<file path="src/rtl/multi_timer_pkg.sv">
// Shared types and register-map constants for the multi-channel timer.
package multi_timer_pkg;

    // Per-channel control state.
    typedef enum logic [1:0] {
        IDLE     = 2'd0,
        LOAD     = 2'd1,
        COUNTING = 2'd2,
        HOLD     = 2'd3
    } state_e;

    // CTRL.Mode encodings; the fourth code (2'b11) behaves as one-shot.
    localparam logic [1:0] MODE_ONESHOT = 2'b00;
    localparam logic [1:0] MODE_RELOAD  = 2'b01;
    localparam logic [1:0] MODE_HOLD    = 2'b10;

    // Register offsets inside one channel window, plus the shared STATUS word.
    localparam logic [3:0]  OFF_CTRL   = 4'h0;
    localparam logic [3:0]  OFF_PRESET = 4'h4;
    localparam logic [3:0]  OFF_COUNT  = 4'h8;
    localparam logic [31:0] OFF_STATUS = 32'h40;
    localparam int          CH_STRIDE  = 16;

    // CTRL bit positions.
    localparam int CTRL_EN_BIT   = 0;
    localparam int CTRL_MODE_LSB = 1;
    localparam int CTRL_IM_BIT   = 3;
    localparam int CTRL_DIV_LSB  = 4;

endpackage

</file>
<file path="src/rtl/multi_timer_channel.sv">
// One timer channel: CTRL/PRESET registers, prescaler, down-counter,
// control FSM and the sticky pending flag.
module timer_channel
    import multi_timer_pkg::*;
#(
    parameter int CNT_W   = 32,
    parameter int PRESC_W = 8
) (
    input  logic        clk,
    input  logic        reset,
    input  logic        ctrl_we_i,
    input  logic        preset_we_i,
    input  logic        w1c_i,
    input  logic [31:0] wdata_i,
    output logic [31:0] ctrl_rd_o,
    output logic [31:0] preset_rd_o,
    output logic [31:0] count_rd_o,
    output logic        pending_o,
    output logic        irq_o
);

    state_e             state_q, state_d;
    logic               en_q, en_d;
    logic [1:0]         mode_q, mode_d;
    logic               im_q, im_d;
    logic [PRESC_W-1:0] div_q, div_d;
    logic [PRESC_W-1:0] pcnt_q, pcnt_d;
    logic [CNT_W-1:0]   preset_q, preset_d;
    logic [CNT_W-1:0]   count_q, count_d;
    logic               pending_q, pending_d;
    logic               tick;

    assign tick = (pcnt_q == div_q);

    // Next-state logic: FSM, prescaler, counter and pending; register writes last so they win.
    always_comb begin
        // NOTE: every _d gets its hold value first so no path leaves it unassigned (no latches).
        state_d   = state_q;
        en_d      = en_q;
        mode_d    = mode_q;
        im_d      = im_q;
        div_d     = div_q;
        pcnt_d    = pcnt_q;
        preset_d  = preset_q;
        count_d   = count_q;
        pending_d = pending_q;

        if (preset_we_i) begin
            preset_d = wdata_i[CNT_W-1:0];
        end
        // Clear first; an expiry below in the same cycle sets it again.
        if (w1c_i) begin
            pending_d = 1'b0;
        end

        case (state_q)
            IDLE: begin
                if (en_q) begin
                    state_d = LOAD;
                end
            end
            LOAD: begin
                count_d = preset_q;
                pcnt_d  = '0;
                state_d = COUNTING;
            end
            COUNTING: begin
                if (!en_q) begin
                    state_d = IDLE;
                end else if (tick) begin
                    pcnt_d = '0;
                    if (count_q > CNT_W'(1)) begin
                        count_d = count_q - CNT_W'(1);
                    end else begin
                        pending_d = 1'b1;
                        case (mode_q)
                            MODE_RELOAD: begin
                                // Uses the registered PRESET, so a same-cycle PRESET write
                                // only affects the following reload.
                                count_d = preset_q;
                            end
                            MODE_HOLD: begin
                                count_d = '0;
                                state_d = HOLD;
                            end
                            MODE_ONESHOT, 2'b11: begin
                                count_d = '0;
                                en_d    = 1'b0;
                                state_d = IDLE;
                            end
                        endcase
                    end
                end else begin
                    pcnt_d = pcnt_q + PRESC_W'(1);
                end
            end
            HOLD: begin
                // Released once software has cleared the pending flag.
                if (!pending_q || !en_q) begin
                    state_d = IDLE;
                end
            end
            default: state_d = IDLE;
        endcase

        // A CTRL write restarts the channel and discards any same-cycle tick.
        // IDLE is passed through within this edge, so an enabling write loads at the next edge.
        if (ctrl_we_i) begin
            en_d      = wdata_i[CTRL_EN_BIT];
            mode_d    = wdata_i[CTRL_MODE_LSB +: 2];
            im_d      = wdata_i[CTRL_IM_BIT];
            div_d     = wdata_i[CTRL_DIV_LSB +: PRESC_W];
            pcnt_d    = '0;
            pending_d = 1'b0;
            count_d   = count_q;
            state_d   = wdata_i[CTRL_EN_BIT] ? LOAD : IDLE;
        end
    end

    // State and register flops, cleared asynchronously.
    always_ff @(posedge clk or posedge reset) begin
        if (reset) begin
            state_q   <= IDLE;
            en_q      <= 1'b0;
            mode_q    <= 2'b00;
            im_q      <= 1'b0;
            div_q     <= '0;
            pcnt_q    <= '0;
            preset_q  <= '0;
            count_q   <= '0;
            pending_q <= 1'b0;
        end else begin
            // NOTE: non-blocking so every flop samples the pre-edge values computed above.
            state_q   <= state_d;
            en_q      <= en_d;
            mode_q    <= mode_d;
            im_q      <= im_d;
            div_q     <= div_d;
            pcnt_q    <= pcnt_d;
            preset_q  <= preset_d;
            count_q   <= count_d;
            pending_q <= pending_d;
        end
    end

    assign ctrl_rd_o   = 32'({div_q, im_q, mode_q, en_q});
    assign preset_rd_o = 32'(preset_q);
    assign count_rd_o  = 32'(count_q);
    assign pending_o   = pending_q;
    assign irq_o       = pending_q & im_q;

endmodule

</file>
<file path="src/rtl/multi_timer.sv">
// Memory-mapped multi-channel timer: address decode, read mux,
// STATUS write-1-to-clear fan-out and the combined interrupt line.
module multi_timer
    import multi_timer_pkg::*;
#(
    parameter int          NUM_CH    = 2,
    parameter int          CNT_W     = 32,
    parameter int          PRESC_W   = 8,
    parameter logic [31:0] BASE_ADDR = 32'h0000_7f00
) (
    input  logic              clk,
    input  logic              reset,
    input  logic [31:0]       Addr,
    input  logic              WE,
    input  logic [31:0]       DataIn,
    output logic [31:0]       DataOut,
    output logic              IRQ,
    output logic [NUM_CH-1:0] IRQ_vec
);

    logic [31:0]       off;
    logic              ch_hit;
    logic              status_hit;
    logic [1:0]        ch_idx;
    logic [NUM_CH-1:0] pending;
    logic [31:0]       ctrl_rd   [NUM_CH];
    logic [31:0]       preset_rd [NUM_CH];
    logic [31:0]       count_rd  [NUM_CH];

    assign off        = Addr - BASE_ADDR;
    assign ch_hit     = (off < 32'(4 * CH_STRIDE)) && (off[1:0] == 2'b00);
    assign status_hit = (off == OFF_STATUS);
    assign ch_idx     = off[5:4];

    for (genvar g = 0; g < NUM_CH; g++) begin : g_ch
        logic sel_we;
        assign sel_we = WE && ch_hit && (ch_idx == 2'(g));

        timer_channel #(
            .CNT_W   (CNT_W),
            .PRESC_W (PRESC_W)
        ) u_ch (
            .clk         (clk),
            .reset       (reset),
            .ctrl_we_i   (sel_we && (off[3:0] == OFF_CTRL)),
            .preset_we_i (sel_we && (off[3:0] == OFF_PRESET)),
            .w1c_i       (WE && status_hit && DataIn[g]),
            .wdata_i     (DataIn),
            .ctrl_rd_o   (ctrl_rd[g]),
            .preset_rd_o (preset_rd[g]),
            .count_rd_o  (count_rd[g]),
            .pending_o   (pending[g]),
            .irq_o       (IRQ_vec[g])
        );
    end

    // Read mux; absent channels and unmapped offsets return zero.
    always_comb begin
        DataOut = '0;
        if (status_hit) begin
            DataOut = 32'(pending);
        end else if (ch_hit) begin
            for (int i = 0; i < NUM_CH; i++) begin
                if (ch_idx == 2'(i)) begin
                    case (off[3:0])
                        OFF_CTRL:   DataOut = ctrl_rd[i];
                        OFF_PRESET: DataOut = preset_rd[i];
                        OFF_COUNT:  DataOut = count_rd[i];
                        default:    DataOut = '0;
                    endcase
                end
            end
        end
    end

    assign IRQ = |IRQ_vec;

endmodule

</file>
<file path="config.mk">
export PLATFORM = sky130hd
export DESIGN_NAME = multi_timer
export DESIGN_NICKNAME = d
export VERILOG_FILES = /design/src/rtl/multi_timer_pkg.sv /design/src/rtl/multi_timer_channel.sv /design/src/rtl/multi_timer.sv
export SDC_FILE = /design/constraint.sdc
export NUM_CORES = 1
export LEC_CHECK = 0
export CAP_MARGIN = 20
export CORE_ASPECT_RATIO = 1.4
export CORE_MARGIN = 10
export CORE_UTILIZATION = 58
export DETAILED_ROUTE_END_ITERATION = 8
export GPL_TIMING_DRIVEN = 0
export HOLD_SLACK_MARGIN = 0.05
export PLACE_DENSITY = 0.81
export SLEW_MARGIN = 0
export SYNTH_ARGS = -nofsm -noshare
export SYNTH_HDL_FRONTEND = slang
export SYNTH_SLANG_ARGS = --single-unit
</file>
<file path="constraint.sdc">
create_clock -name clk -period 7.6 [get_ports clk]
set_clock_uncertainty 0.05 [all_clocks]
set_input_delay 1.9 -clock clk [delete_from_list [all_inputs] [get_ports clk]]
set_output_delay 1.9 -clock clk [all_outputs]
set_load 0.03 [all_outputs]
</file>
# After elaboration in Yosys (flattened, before gate mapping)
# Index checks and enable logic that the tools add are counted.
[word_totals]
out_inout_bits = 35
elab_cells = 170
input_bits = 67
register_bits = 174
[op_classes]
n_addsub = 5
n_bitwise = 4
magnitude_cmp = 3
eq_ne = 34
reduce_logical = 41
muxes = 65
[op_table]
columns = ["operator", "count"]
rows = [
  ["$mux 32", 10],
  ["$pmux 32 s2", 4],
  ["$pmux 32 s3", 2],
  ["$gt 32x1->1 const B", 2],
  ["$sub 32x1->32 const B", 2],
  ["$mux 8", 6],
  ["$eq 32x7->1 const B", 1],
  ["$lt 32x7->1 const B", 1],
  ["$pmux 8 s2", 2],
  ["$sub 32x15->32 const B", 1],
  ["$mux 1", 25],
  ["$mux 2", 12],
  ["$ne 3x1->1 const B", 6],
  ["$add 8x1->8 const B", 2],
  ["$eq 2x2->1 const B", 8],
  ["$eq 8x8->1", 2],
  ["$ne 4x3->1 const B", 4],
  ["$pmux 2 s4", 2],
  ["$logic_not 2->1", 6],
  ["$logic_and 1x1->1", 11],
  ["$eq 2x1->1 const B", 5],
  ["$ne 5x4->1 const B", 2],
  ["$reduce_and 5->1", 2],
  ["$ne 2x1->1 const B", 4],
  ["14 further kinds", 30],
]

# Longest topological paths before layout
# Gate-level depths: netlist (run 1).
[logic_depth]
word_depth = 10
mapped_depth = 10
ltp_nobuf = 8

# Hierarchy
# Synthesis (run 1) repeated with hierarchy kept, for this count alone.
[unflattened]
hier_cells = 1246
area_unflattened_um2 = 11760.0
[by_module_without_submodules]
columns = ["module", "area_each_um2", "cells_per_inst", "instances"]
rows = [
  ["timer_channel (g_ch[0].u_ch)", 4992.3, 500, 1],
  ["timer_channel (g_ch[1].u_ch)", 4763.3, 486, 1],
  ["multi_timer", 2004.4, 260, 1],
]

# Worst setup path before layout (run 1)
# OpenSTA, ideal clock, no wires.
[synth_timing]
path_kind = "input -> output"
start = "input Addr[30]"
end = "output DataOut[30]"
stages = 5
arrival_ns = 4.218
setup_slack_ns = 1.432
path_cell_list = "or4b_1 > or4_4 > nor4_1 > clkbuf_1 > nor2b_1"
[synth_between]
elab_chain_len = 5
[synth_rtl]
columns = ["item", "line_no", "rtl"]
rows = [
  ["from (decl)", "multi_timer.sv:13", "input logic [31:0] Addr,"],
  ["$sub 32x15->32 *", "multi_timer.sv:30", "assign off = Addr - BASE_ADDR;"],
  ["$lt 32x7->1", "multi_timer.sv:31", "assign ch_hit = (off < 32'(4 * CH_STRIDE)) && (off[1:0] == 2'b00);"],
  ["$logic_and 1x1->1", "multi_timer.sv:31", ""],
  ["$mux 32", "multi_timer.sv:62", "end else if (ch_hit) begin"],
  ["$mux 32 *", "multi_timer.sv:60", "if (status_hit) begin"],
  ["to (decl)", "multi_timer.sv:16", "output logic [31:0] DataOut,"],
]
# Every way passes the cells marked *; elsewhere a longest branch is shown, timed or not.

# Worst setup path in the final report (run 1)
[layout_timing]
start = "input Addr[30]"
end = "output DataOut[10]"
# Same word-level chain as after synthesis.

==> results of run 1 <==
[power groups by stage]
| stage | registers (mW) | clock network, mW | logic, mW |
|---|---|---|---|
| 3_5_place_dp | 0.962 | 0 | 0.120 |
| 4_1_cts | 0.944 | 0.895 | 0.121 |
| 3_3_place_gp | 0.962 | 0 | 0.116 |
| 6_report | 0.945 | 0.891 | 0.123 |
| 5_1_grt | 0.945 | 0.942 | 0.131 |
| 2_1_floorplan | 0.958 | 0 | 0.0522 |
[routing by layer]
metal  vias to the layer above  global-route usage (%)
met5                         -                       0
met2                       600                    46.7
met4                         0                    14.6
met1                      5048                    35.5
li1                       4616                       -
met3                       134                    6.31
[synth_stat cells, drive strengths merged, types with 7 or more instances]
master,number
dfrtp,174
nand2,108
nor2,108
o21ai,107
a21oi,89
mux2,64
a22oi,60
o22ai,49
clkbuf,45
nor3,39
and2,38
buf,33
inv,31
nor4,28
mux2i,25
nand3,22
xor2,20
a32oi,16
ha,16
nand4,14
xnor2,11
a31oi,7
or4,7
[area by class of cell]
cell class	count	area [µm²]	area share, %
Buffer	77	344	2.75
Clock buffer	17	425	3.40
Clock inverter	15	163	1.30
Inverter	31	124	0.991
Multi-Input combinational cell	904	5750	46.0
Sequential cell	174	4350	34.8
Tap cell	240	300	2.40
Timing Repair Buffer	102	1040	8.31
[cells by family after synthesis]
| kind of cell | after synthesis | share of synthesized area, % |
|---|---|---|
| flops | 174 | 41.2 |
| simple gates | 398 | 18.7 |
| xor+xnor | 31 | 2.57 |
| mux | 89 | 9.20 |
| fa+ha+maj | 16 | 1.90 |
| compound gates | 370 | 22.0 |
| buf+inv | 109 | 4.37 |
[placed cells by master, fill, tap and decap left out, drive strengths merged, types with 3 or more instances in the layout]
cell type	count
a211oi	3
a21o	4
a21oi	89
a22o	4
a22oi	60
a31oi	7
a32oi	16
and2	38
and3	4
and4	3
buf	34
clkbuf	61
clkdlybuf4s50	101
clkinv	7
dfrtp	174
ha	16
inv	36
mux2	64
mux2i	25
nand2	108
nand2b	3
nand3	22
nand4	14
nor2	108
nor2b	5
nor3	39
nor4	28
o21a	3
o21ai	107
o22ai	49
o2bb2ai	5
o41ai	5
or2	3
or3	4
or4	7
or4b	4
xnor2	11
xor2	20
[worst max-delay path: stages]
cell	delay (ns)
sky130_fd_sc_hd__clkdlybuf4s50_1	0.40
sky130_fd_sc_hd__or4b_1	0.51
sky130_fd_sc_hd__or4_4	0.59
sky130_fd_sc_hd__nor4_2	0.73
sky130_fd_sc_hd__clkbuf_1	0.39
sky130_fd_sc_hd__and2_1	0.25
sky130_fd_sc_hd__clkdlybuf4s50_1	0.70
[worst paths after layout]
path / endpoint / start / slack, ns / depth (start not counted)
worst min register to register: g_ch[1].u_ch.im_q / g_ch[1].u_ch.im_q / 0.47 / 2
max in group asynchronous: g_ch[0].u_ch.count_rd_o[9] / reset / 4.76 / 3
worst max-delay path: DataOut[10] / Addr[30] / 0.17 / 7
min in group asynchronous: g_ch[1].u_ch.count_rd_o[6] / reset / 1.82 / 2
worst max register to register: g_ch[1].u_ch.count_rd_o[18] / g_ch[1].u_ch.count_rd_o[11] / 4.26 / 7
worst min-delay path: g_ch[1].u_ch.im_q / g_ch[1].u_ch.im_q / 0.47 / 2
[state kept, by name, indices dropped and copies added (netlist names)]
register               flops
g_ch.u_ch.count_rd_o      64
g_ch.u_ch.div_q           16
g_ch.u_ch.en_q             2
g_ch.u_ch.im_q             2
g_ch.u_ch.mode_q           4
g_ch.u_ch.pcnt_q          16
g_ch.u_ch.pending_o        2
g_ch.u_ch.preset_rd_o     64
g_ch.u_ch.state_q          4
[metrics by stage]
step	power, mW	hold WS, ns	cell area [µm²]	utilization (%)
6_report	1.96	0.467	12500	69.7
5_1_grt	2.02	0.510	12500	69.7
4_1_cts	1.96	0.464	12500	69.8
3_5_place_dp	1.08	0.441	11900	66.4
3_3_place_gp	1.08	0.427	11900	66.2
2_1_floorplan	1.01	0.402	10600	-
[what timing repair did]
action	in CTS	in global routing
gates resized for setup	2	4
gates cloned	0	0
setup endpoints to repair	24	10
hold buffers	0	0
==> reports/results.md, run 1 <==
| Step | Parameter | This run |
|:---|:---|:---|
| clocking | CTS HTree Levels | 4 |
| routing | First drt pass iteration count | 6 |
| critical path | Type of the setup path with the least slack | primary input to output port |
| critical path | Startpoint Class | primary input |
| power | Static leakage power | 5.23 nW |
| clocking | Clk sink count | 174 |
| critical path | Sort of element at the end of the critical path | output port |
| final layout | Post-synthesis to final-layout area growth | 18.4% |
| power | Maximum vdd ir drop | 128 µV |
| timing | Max-Slew Margin vs Limit | 27.1% |
| power | Sequential power share | 48.2% |
| clocking | Clock tree from TritonCTS | done |
| routing | Wirelength, routed | 35700 µm |
| routing | Post-route antenna net violation count | 0 |
| routing | Length of routed wiring on met1 | 13900 µm |
| timing | Count of final max-slew check failures | 0 |
| yosys | Number of flops mapped to enable cells by yosys | 0 |
| power | Combinational fraction of design power | 6.3% |
| global routing | Maximum number of pins on one net before global-route repair | 126 |
| final layout | Number of antenna cells inserted | 0 |
| yosys | Top FF cell, synth | sky130_fd_sc_hd__dfrtp_1 |
| clocking | Cell at the root of the clock tree | sky130_fd_sc_hd__clkbuf_16 |
| power | Cell-internal power | 1.47 mW |
| yosys | Dominant cells by area after synthesis | sky130_fd_sc_hd__dfrtp_1, sky130_fd_sc_hd__mux2_2, sky130_fd_sc_hd__o21ai_0, sky130_fd_sc_hd__a22oi_1, sky130_fd_sc_hd__a21oi_1 |
| place | Final weighted congestion in routability-driven placement | 0.967 |
| power | Total power per unit cell area | 157 nW/µm² |
| global routing | Total congestion overflow after global routing | 0 |
| clocking | Clock edge transition at the registers on the reported setup and hold paths | 0.07 ns |
| floorplan | Std cell rows | 58 |
| yosys | Synthesized flop and latch total | 174 |
| routing | Met3 WL post-DR | 2970 µm |
| timing | Final clock period utilization by the worst path | 97.7% |
| place | Number of buffers added on ports | 101 |
| floorplan | Placeable core region | 17900 µm² |
| yosys | Yosys top cell by area | sky130_fd_sc_hd__dfrtp_1 |
| global routing | Total global-route track usage | 28.9% |
| timing | Worst-margin pin slew | 1.09 ns |
| global routing | Number of global-route vias before repair | 10068 |
| global routing | Initial antenna violation count | 0 |
| clocking | Deepest clock path buffer count | 2 |
| power | Switch Pwr | 0.486 mW |
| critical path | Worst Path Required | 5.65 ns |
| yosys | Post-synthesis cell area | 10600 µm² |
| yosys | Total of warnings raised by yosys | 0 |
| routing | Average wire length per cell after detail routing | 22.9 µm |
| global routing | Global-route wire length before repair | 55400 µm |
| yosys | Average cell area after synthesis | 8.89 µm² |
| yosys | Total nets after synthesis | 1270 |
| clocking | Number of setup buffers added after CTS | 0 |
| outcome | Run status | finished, final reports clean |
| final layout | Proportion of layout cells with a drive suffix above 1 | 11.3% |
| floorplan | I/O pin total | 102 |
| floorplan | Die outline area | 24100 µm² |
| critical path | Data arrival time at the worst-slack endpoint | 5.48 ns |
| final layout | Net count reported at finish | 1390 |
| clocking | CTS buffer count | 17 |
| routing | Detail Route met2 WL | 16800 µm |
| routing | Via count normalized by instance count | 6.67 |
| timing | Final min period | 7.43 ns |
| timing | Number of hold violations in the final report | 0 |
| floorplan | Chip height | 180 µm |
| yosys | Number of unique standard cell types used by synthesis | 69 |
| timing | Max Clk Rate | 135 MHz |
| place | Count of placed standard cells including taps | 1529 |
| timing | Count of final setup violators | 0 |
| hold path | Worst hold path type | register to register |
| place | Placed wire-length estimate | 26600 µm |
| routing | Vias | 10398 |
| power | Switching Fraction | 24.8% |
| routing | DR iter-0 viols | 1237 |
| critical path | Critical path fanouts, max | 10 |
| flow run | Max_cap viols | 0 |
| timing | Final sum of negative setup slack | 0 ns |
| floorplan | Chip Width | 134 µm |
| timing | Unrepaired setup endpoints after global routing | no |
| power | Clk pwr share | 45.5% |
| final layout | Filler cells | 1446 |
| routing | DRC violations left | 0 |
| yosys | Fraction of synthesized cell area taken by the top area cell type | 41.2% |
| routing | Top Layer Used | met4 |
| yosys | Cell count after synthesis | 1187 |
| timing | Smallest setup slack after layout | 0.173 ns |
| floorplan | Initial Util | 58.9% |
| final layout | Non-Filler Instances | 1560 |
| yosys | Sequential area share after synthesis | 41.2% |
| place | Placement Setup Slack | -0.109 ns |
| yosys | Async SR Flop Fraction | 100% |
| clocking | Worst skew pair latency | 0.44 ns |
No activity file was read; power rests on OpenSTA's default activity.
==> inputs of run 2 (changes only) <==
--- a/config.mk
+++ b/config.mk
@@ -6,7 +6,6 @@
 export NUM_CORES = 1
 export LEC_CHECK = 0
 export CAP_MARGIN = 20
-export CORE_ASPECT_RATIO = 1.4
 export CORE_MARGIN = 10
 export CORE_UTILIZATION = 58
 export DETAILED_ROUTE_END_ITERATION = 8
==> run 2 against run 1 <==
Effect of this change: worst setup slack lost 0.11 ns; fmax is 1.5% lower; critical path type unchanged; clock power decreased by 4.5%.
==> reports/results.md, run 2 (synthesis results as in run 1) <==
| Step | Parameter | This run |
|:---|:---|:---|
| critical path | Critical path fanouts, max | 10 |
| critical path | Most prevalent standard cell on the critical path | sky130_fd_sc_hd__clkdlybuf4s50_1 |
| clocking | Clock edge transition at the registers on the reported setup and hold paths | 0.07 ns |
| final layout | Most common cell after layout, fill and taps aside | sky130_fd_sc_hd__dfrtp_1 |
| final layout | Filler cells | 1419 |
| place | Final weighted congestion in routability-driven placement | 0.975 |
| routing | Post-route antenna net violation count | 0 |
| power | Combinational fraction of design power | 6.4% |
| clocking | Number of setup buffers added after CTS | 0 |
| critical path | Startpoint Class | primary input |
| power | Sequential power share | 49.3% |
| critical path | Data arrival time at the worst-slack endpoint | 5.59 ns |
| clocking | CTS HTree Levels | 4 |
| power | Switch Pwr | 0.480 mW |
| critical path | Maximum single-stage delay on the critical path | 0.72 ns |
| final layout | Non-Filler Instances | 1549 |
| floorplan | Chip Width | 155 µm |
| clocking | Clk sink count | 174 |
| routing | Wirelength, routed | 34800 µm |
| timing | Count of final max-slew check failures | 0 |
| floorplan | Placeable core region | 18000 µm² |
| timing | Count of final setup violators | 0 |
| global routing | Maximum number of pins on one net before global-route repair | 119 |
| timing | Final clock period utilization by the worst path | 99.2% |
| floorplan | I/O pin total | 102 |
| power | Total power per unit cell area | 154 nW/µm² |
| routing | Vias | 10418 |
| routing | DR iter-0 viols | 1525 |
| floorplan | Die outline area | 24000 µm² |
| critical path | Type of the setup path with the least slack | primary input to output port |
| global routing | Number of global-route vias before repair | 10003 |
| critical path | Worst-path cell chain | clkdlybuf4s50_1, or4b_1, or4_4, nor4_1, buf_2, clkbuf_1, nor2b_1, clkdlybuf4s50_1 |
| global routing | Global-route wire length before repair | 55000 µm |
| routing | Average wire length per cell after detail routing | 22.5 µm |
| place | Count of placed standard cells including taps | 1519 |
| global routing | Total congestion overflow after global routing | 0 |
| place | Placement Setup Slack | 0.0784 ns |
| critical path | Sort of element at the end of the critical path | output port |
| clocking | Deepest clock path buffer count | 2 |
| floorplan | Initial Util | 58.8% |
| final layout | Proportion of layout cells with a drive suffix above 1 | 11.1% |
| timing | Number of hold violations in the final report | 0 |
| clocking | Cell at the root of the clock tree | sky130_fd_sc_hd__clkbuf_16 |
| routing | DRC violations left | 0 |
| timing | Worst-margin pin slew | 1.14 ns |
| timing | Unrepaired setup endpoints after global routing | no |
| timing | Final sum of negative setup slack | 0 ns |
| final layout | Commonest cells after routing, fill and taps aside | sky130_fd_sc_hd__dfrtp_1, sky130_fd_sc_hd__nand2_1, sky130_fd_sc_hd__nor2_1, sky130_fd_sc_hd__clkdlybuf4s50_1, sky130_fd_sc_hd__o21ai_0 |
| final layout | Post-synthesis to final-layout area growth | 18.0% |
| timing | Final-layout worst hold slack | 0.478 ns |
| critical path | Worst Path Required | 5.65 ns |
| power | Cell-internal power | 1.44 mW |
| timing | Max-Slew Margin vs Limit | 23.8% |
| clocking | Hold-fix buffer count after cts | 0 |
| timing | Final min period | 7.54 ns |
| critical path | Slowest library cell on the worst path | sky130_fd_sc_hd__clkdlybuf4s50_1 |
| clocking | Number of gates given a new drive strength after cts | 0 |
| place | Number of buffers added on ports | 101 |
| global routing | Initial antenna violation count | 0 |
| final layout | Number of antenna cells inserted | 0 |
| global routing | Total global-route track usage | 28.6% |
| power | Sum of internal, switching and leakage power | 1.92 mW |
| place | Placed wire-length estimate | 25700 µm |
| timing | Max Clk Rate | 133 MHz |
| power | Maximum vdd ir drop | 158 µV |
| clocking | Clock tree from TritonCTS | done |
| power | Clk pwr share | 44.3% |
| power | Switching Fraction | 25.0% |
| final layout | Net count reported at finish | 1391 |
| routing | Via count normalized by instance count | 6.73 |
| routing | First drt pass iteration count | 8 |
| clocking | CTS buffer count | 17 |
| outcome | Run status | finished, final reports clean |
| timing | Smallest setup slack after layout | 0.0624 ns |
| floorplan | Chip height | 155 µm |
| floorplan | Std cell rows | 49 |
| power | Static leakage power | 5.20 nW |
| flow run | Max_cap viols | 0 |
| hold path | Worst hold path type | register to register |
| clocking | Worst skew pair latency | 0.44 ns |
[run 2: cell types whose count changed in the layout (fill, tap and decap cells not counted), moves of 2 or more]
cell                         change
sky130_fd_sc_hd__clkbuf_1        +2
sky130_fd_sc_hd__clkinvlp_4      +2
sky130_fd_sc_hd__inv_6           +2
sky130_fd_sc_hd__clkbuf_2        -2
sky130_fd_sc_hd__inv_8           -2
sky130_fd_sc_hd__clkinv_2        -3
[run 2: through the flow]
stage	area [µm²]	util, %
3_5_place_dp	11900	66.2
6_report	12500	69.4
4_1_cts	12500	69.3
5_1_grt	12500	69.4
2_1_floorplan	10600	-
3_3_place_gp	11900	66.0
[run 2: layout make-up]
type | instances | area (µm²) | share of cell area, %
plain buffers | 77 | 342 | 2.74
clock buffers | 17 | 425 | 3.41
clock inverters | 14 | 136 | 1.09
inverters | 31 | 124 | 0.994
multi-input cells | 904 | 5750 | 46.1
flip-flops and latches | 174 | 4350 | 35.0
well taps | 229 | 287 | 2.30
repair buffers | 103 | 1040 | 8.38
[run 2: power by group through the flow]
stage / logic [mW] / registers [mW] / clock network, mW
floorplan: 0.0522 / 0.958 / 0
global placement: 0.116 / 0.962 / 0
detailed placement: 0.120 / 0.962 / 0
CTS: 0.121 / 0.945 / 0.853
global route: 0.131 / 0.945 / 0.895
finish: 0.122 / 0.945 / 0.851
[run 2: worst paths after layout]
path | start | end | slack [ns] | cells past startpoint
worst min-delay path | g_ch[0].u_ch.im_q | g_ch[0].u_ch.im_q | 0.48 | 2
min in group asynchronous | reset | g_ch[1].u_ch.pcnt_q[7] | 1.82 | 2
worst min register to register | g_ch[0].u_ch.im_q | g_ch[0].u_ch.im_q | 0.48 | 2
max in group asynchronous | reset | g_ch[0].u_ch.count_rd_o[8] | 4.72 | 3
worst max register to register | g_ch[1].u_ch.count_rd_o[11] | g_ch[1].u_ch.count_rd_o[5] | 4.15 | 7
worst max-delay path | Addr[30] | DataOut[30] | 0.06 | 8
[run 2: per-layer routing]
layer	global-route usage (%)	up-vias	routed length, µm
li1	-	4614	-
met1	38.3	4982	14300
met2	43.0	713	15300
met3	6.95	109	3630
met4	13.2	0	1540
met5	0	-	0
[run 2: worst max-delay path: cells and delay by family]
family        cells  cell delay [ns]
buf+inv           4             1.72
simple gates      4             1.96
==> inputs of run 3 (changes only) <==
--- a/config.mk
+++ b/config.mk
@@ -10,8 +10,9 @@
 export CORE_UTILIZATION = 58
 export DETAILED_ROUTE_END_ITERATION = 8
 export GPL_TIMING_DRIVEN = 0
-export HOLD_SLACK_MARGIN = 0.05
+export HOLD_SLACK_MARGIN = 0.06
 export PLACE_DENSITY = 0.81
+export SETUP_SLACK_MARGIN = 0.4
 export SLEW_MARGIN = 0
 export SYNTH_ARGS = -nofsm -noshare
 export SYNTH_HDL_FRONTEND = slang
==> run 3 against run 2 <==
Effect of this change: sequential power barely moved; register-to-register slack worse by 0.03 ns; cell area grew 0.28%; worst hold slack gained 0.0030 ns; core utilization is 0.20 points higher; via count is 0.28% higher; fmax up 6.0%; power increased by 0.25%; largest cell class unchanged; worst setup slack better by 0.43 ns.
==> reports/results.md, run 3 (synthesis results as in run 1) <==
| Step | Parameter | This run |
|:---|:---|:---|
| global routing | Number of global-route vias before repair | 10028 |
| floorplan | Placeable core region | 18000 µm² |
| place | Final weighted congestion in routability-driven placement | 0.975 |
| routing | Via count normalized by instance count | 6.74 |
| final layout | Proportion of layout cells with a drive suffix above 1 | 11.7% |
| clocking | Clock tree from TritonCTS | done |
| routing | Top Layer Used | met4 |
| floorplan | Chip height | 155 µm |
| timing | Count of final max-slew check failures | 0 |
| critical path | Data arrival time at the worst-slack endpoint | 5.16 ns |
| timing | Max Clk Rate | 141 MHz |
| clocking | Cell at the root of the clock tree | sky130_fd_sc_hd__clkbuf_16 |
| clocking | Worst skew pair latency | 0.44 ns |
| routing | Wirelength, routed | 35000 µm |
| place | Placed wire-length estimate | 25700 µm |
| routing | DR iter-0 viols | 1370 |
| clocking | Hold-fix buffer count after cts | 0 |
| power | Sum of internal, switching and leakage power | 1.92 mW |
| timing | Unrepaired setup endpoints after global routing | yes |
| global routing | Initial antenna violation count | 0 |
| floorplan | Initial Util | 58.8% |
| timing | Worst-margin pin slew | 1.11 ns |
| routing | Average wire length per cell after detail routing | 22.6 µm |
| power | Maximum vdd ir drop | 161 µV |
| critical path | Worst-path cell chain | clkdlybuf4s50_1, clkbuf_2, nor2b_1, clkbuf_1, and2_1, clkbuf_1, a22oi_1, o22ai_1, and2_1, clkdlybuf4s50_1 |
| clocking | CTS HTree Levels | 4 |
| routing | Vias | 10447 |
| critical path | Worst Path Required | 5.65 ns |
| final layout | Commonest cells after routing, fill and taps aside | sky130_fd_sc_hd__dfrtp_1, sky130_fd_sc_hd__nand2_1, sky130_fd_sc_hd__nor2_1, sky130_fd_sc_hd__clkdlybuf4s50_1, sky130_fd_sc_hd__o21ai_0 |
| global routing | Total congestion overflow after global routing | 0 |
| timing | Number of hold violations in the final report | 0 |
| global routing | Global-route wire length before repair | 55100 µm |
| critical path | Sort of element at the end of the critical path | output port |
| clocking | Number of setup buffers added after CTS | 0 |
| timing | Final clock period utilization by the worst path | 93.5% |
| final layout | Most common cell after layout, fill and taps aside | sky130_fd_sc_hd__dfrtp_1 |
| floorplan | I/O pin total | 102 |
| critical path | Delay-heaviest family, CP | buffers and inverters |
| timing | Max-Slew Margin vs Limit | 25.5% |
| clocking | Deepest clock path buffer count | 2 |
| routing | Met3 WL post-DR | 3850 µm |
| routing | First drt pass iteration count | 6 |
| final layout | Sequential cell area in the final layout | 4350 µm² |
| power | Static leakage power | 5.35 nW |
| critical path | Type of the setup path with the least slack | primary input to output port |
| clocking | Clk sink count | 174 |
| global routing | Total global-route track usage | 28.6% |
| flow run | Max_cap viols | 0 |
| final layout | Filler cells | 1409 |
| timing | Final sum of negative setup slack | 0 ns |
| floorplan | Chip Width | 155 µm |
| final layout | Area of combinational cells with multiple inputs | 5760 µm² |
| clocking | CTS buffer count | 17 |
| power | Total power per unit cell area | 154 nW/µm² |
| critical path | Slowest library cell on the worst path | sky130_fd_sc_hd__clkdlybuf4s50_1 |
| final layout | Net count reported at finish | 1392 |
| global routing | Maximum number of pins on one net before global-route repair | 119 |
| floorplan | Std cell rows | 49 |
| critical path | Startpoint Class | primary input |
| routing | DRC violations left | 0 |
| critical path | Critical path fanouts, max | 10 |
| clocking | Clock edge transition at the registers on the reported setup and hold paths | 0.07 ns |
| routing | Post-route antenna net violation count | 0 |
| outcome | Run status | finished, final reports clean |
| critical path | Buffers & Inverters on Critical Path | 5 |
| critical path | Maximum single-stage delay on the critical path | 0.67 ns |
| final layout | Post-synthesis to final-layout area growth | 18.3% |
| routing | Length of routed wiring on met1 | 14100 µm |
| routing | Detail Route met2 WL | 15500 µm |
| floorplan | Die outline area | 24000 µm² |
| final layout | Number of antenna cells inserted | 0 |
| place | Number of buffers added on ports | 101 |
| timing | Final min period | 7.11 ns |
| hold path | Worst hold path type | register to register |
| timing | Count of final setup violators | 0 |
-- run 3: changes by cell type in the layout (fill, tap and decap cells not counted) --
| cell | change |
|---|---|
| sky130_fd_sc_hd__clkbuf_1 | -6 |
| sky130_fd_sc_hd__nor4_4 | +1 |
| sky130_fd_sc_hd__dlygate4sd2_1 | +4 |
| sky130_fd_sc_hd__clkbuf_2 | +7 |
| sky130_fd_sc_hd__nor4_1 | -1 |
| sky130_fd_sc_hd__clkdlybuf4s50_1 | -9 |
| sky130_fd_sc_hd__dlymetal6s2s_1 | +5 |
-- run 3: what timing repair did --
action | in CTS | in global routing
endpoints found under the hold margin | 0 | 0
resized for setup | 9 | 14
gates cloned | 0 | 0
endpoints found under the setup margin | 30 | 26
-- run 3: cell type report --
type                    instances  share of cell area (%)
plain buffers                  78                    2.83
well taps                     229                    2.29
clock buffers                  17                    3.41
clock inverters                14                    1.09
flip-flops and latches        174                    34.9
inverters                      31                   0.991
multi-input cells             904                    46.1
repair buffers                103                    8.41
-- run 3: power by group --
part	total, mW	switching (mW)	internal (mW)
registers	0.945	0.0122	0.933
clock network	0.854	0.399	0.455
logic	0.123	0.0741	0.0494
total	1.92	0.485	1.44
-- run 3: worst paths after layout --
kind | startpoint | endpoint | slack, ns | depth (start not counted)
max in group asynchronous | reset | g_ch[0].u_ch.count_rd_o[16] | 4.73 | 3
setup / recovery | Addr[3] | DataOut[12] | 0.49 | 10
hold / removal | g_ch[0].u_ch.im_q | g_ch[0].u_ch.im_q | 0.48 | 2
min in group asynchronous | reset | g_ch[1].u_ch.pcnt_q[7] | 1.81 | 2
hold reg to reg | g_ch[0].u_ch.im_q | g_ch[0].u_ch.im_q | 0.48 | 2
setup reg to reg | g_ch[1].u_ch.count_rd_o[9] | g_ch[1].u_ch.count_rd_o[5] | 4.12 | 7
-- run 3: per-layer routing --
| metal | track usage (%) | vias to the layer above |
|---|---|---|
| li1 | - | 4606 |
| met1 | 38.2 | 4989 |
| met2 | 43.1 | 730 |
| met3 | 6.98 | 122 |
| met4 | 13.1 | 0 |
| met5 | 0 | - |
-- run 3: metrics by stage --
step	instances	hold slack, ns	utilization (%)	worst slack, ns	area [µm²]
floorplan	1187	0.402	-	0.933	10600
CTS	1550	0.474	69.4	0.389	12500
global placement	1517	0.425	66.0	-1.43	11900
detailed placement	1519	0.448	66.2	0.0784	11900
finish	1550	0.481	69.5	0.492	12500
global route	1550	0.491	69.5	0.404	12500
-- run 3: worst reg2reg max path, delay by kind of cell (launching register included) --
kind            cells  cell delay [ns]
compound gates      3             0.63
buf+inv             1             0.24
flops               1             0.45
simple gates        3             2.03
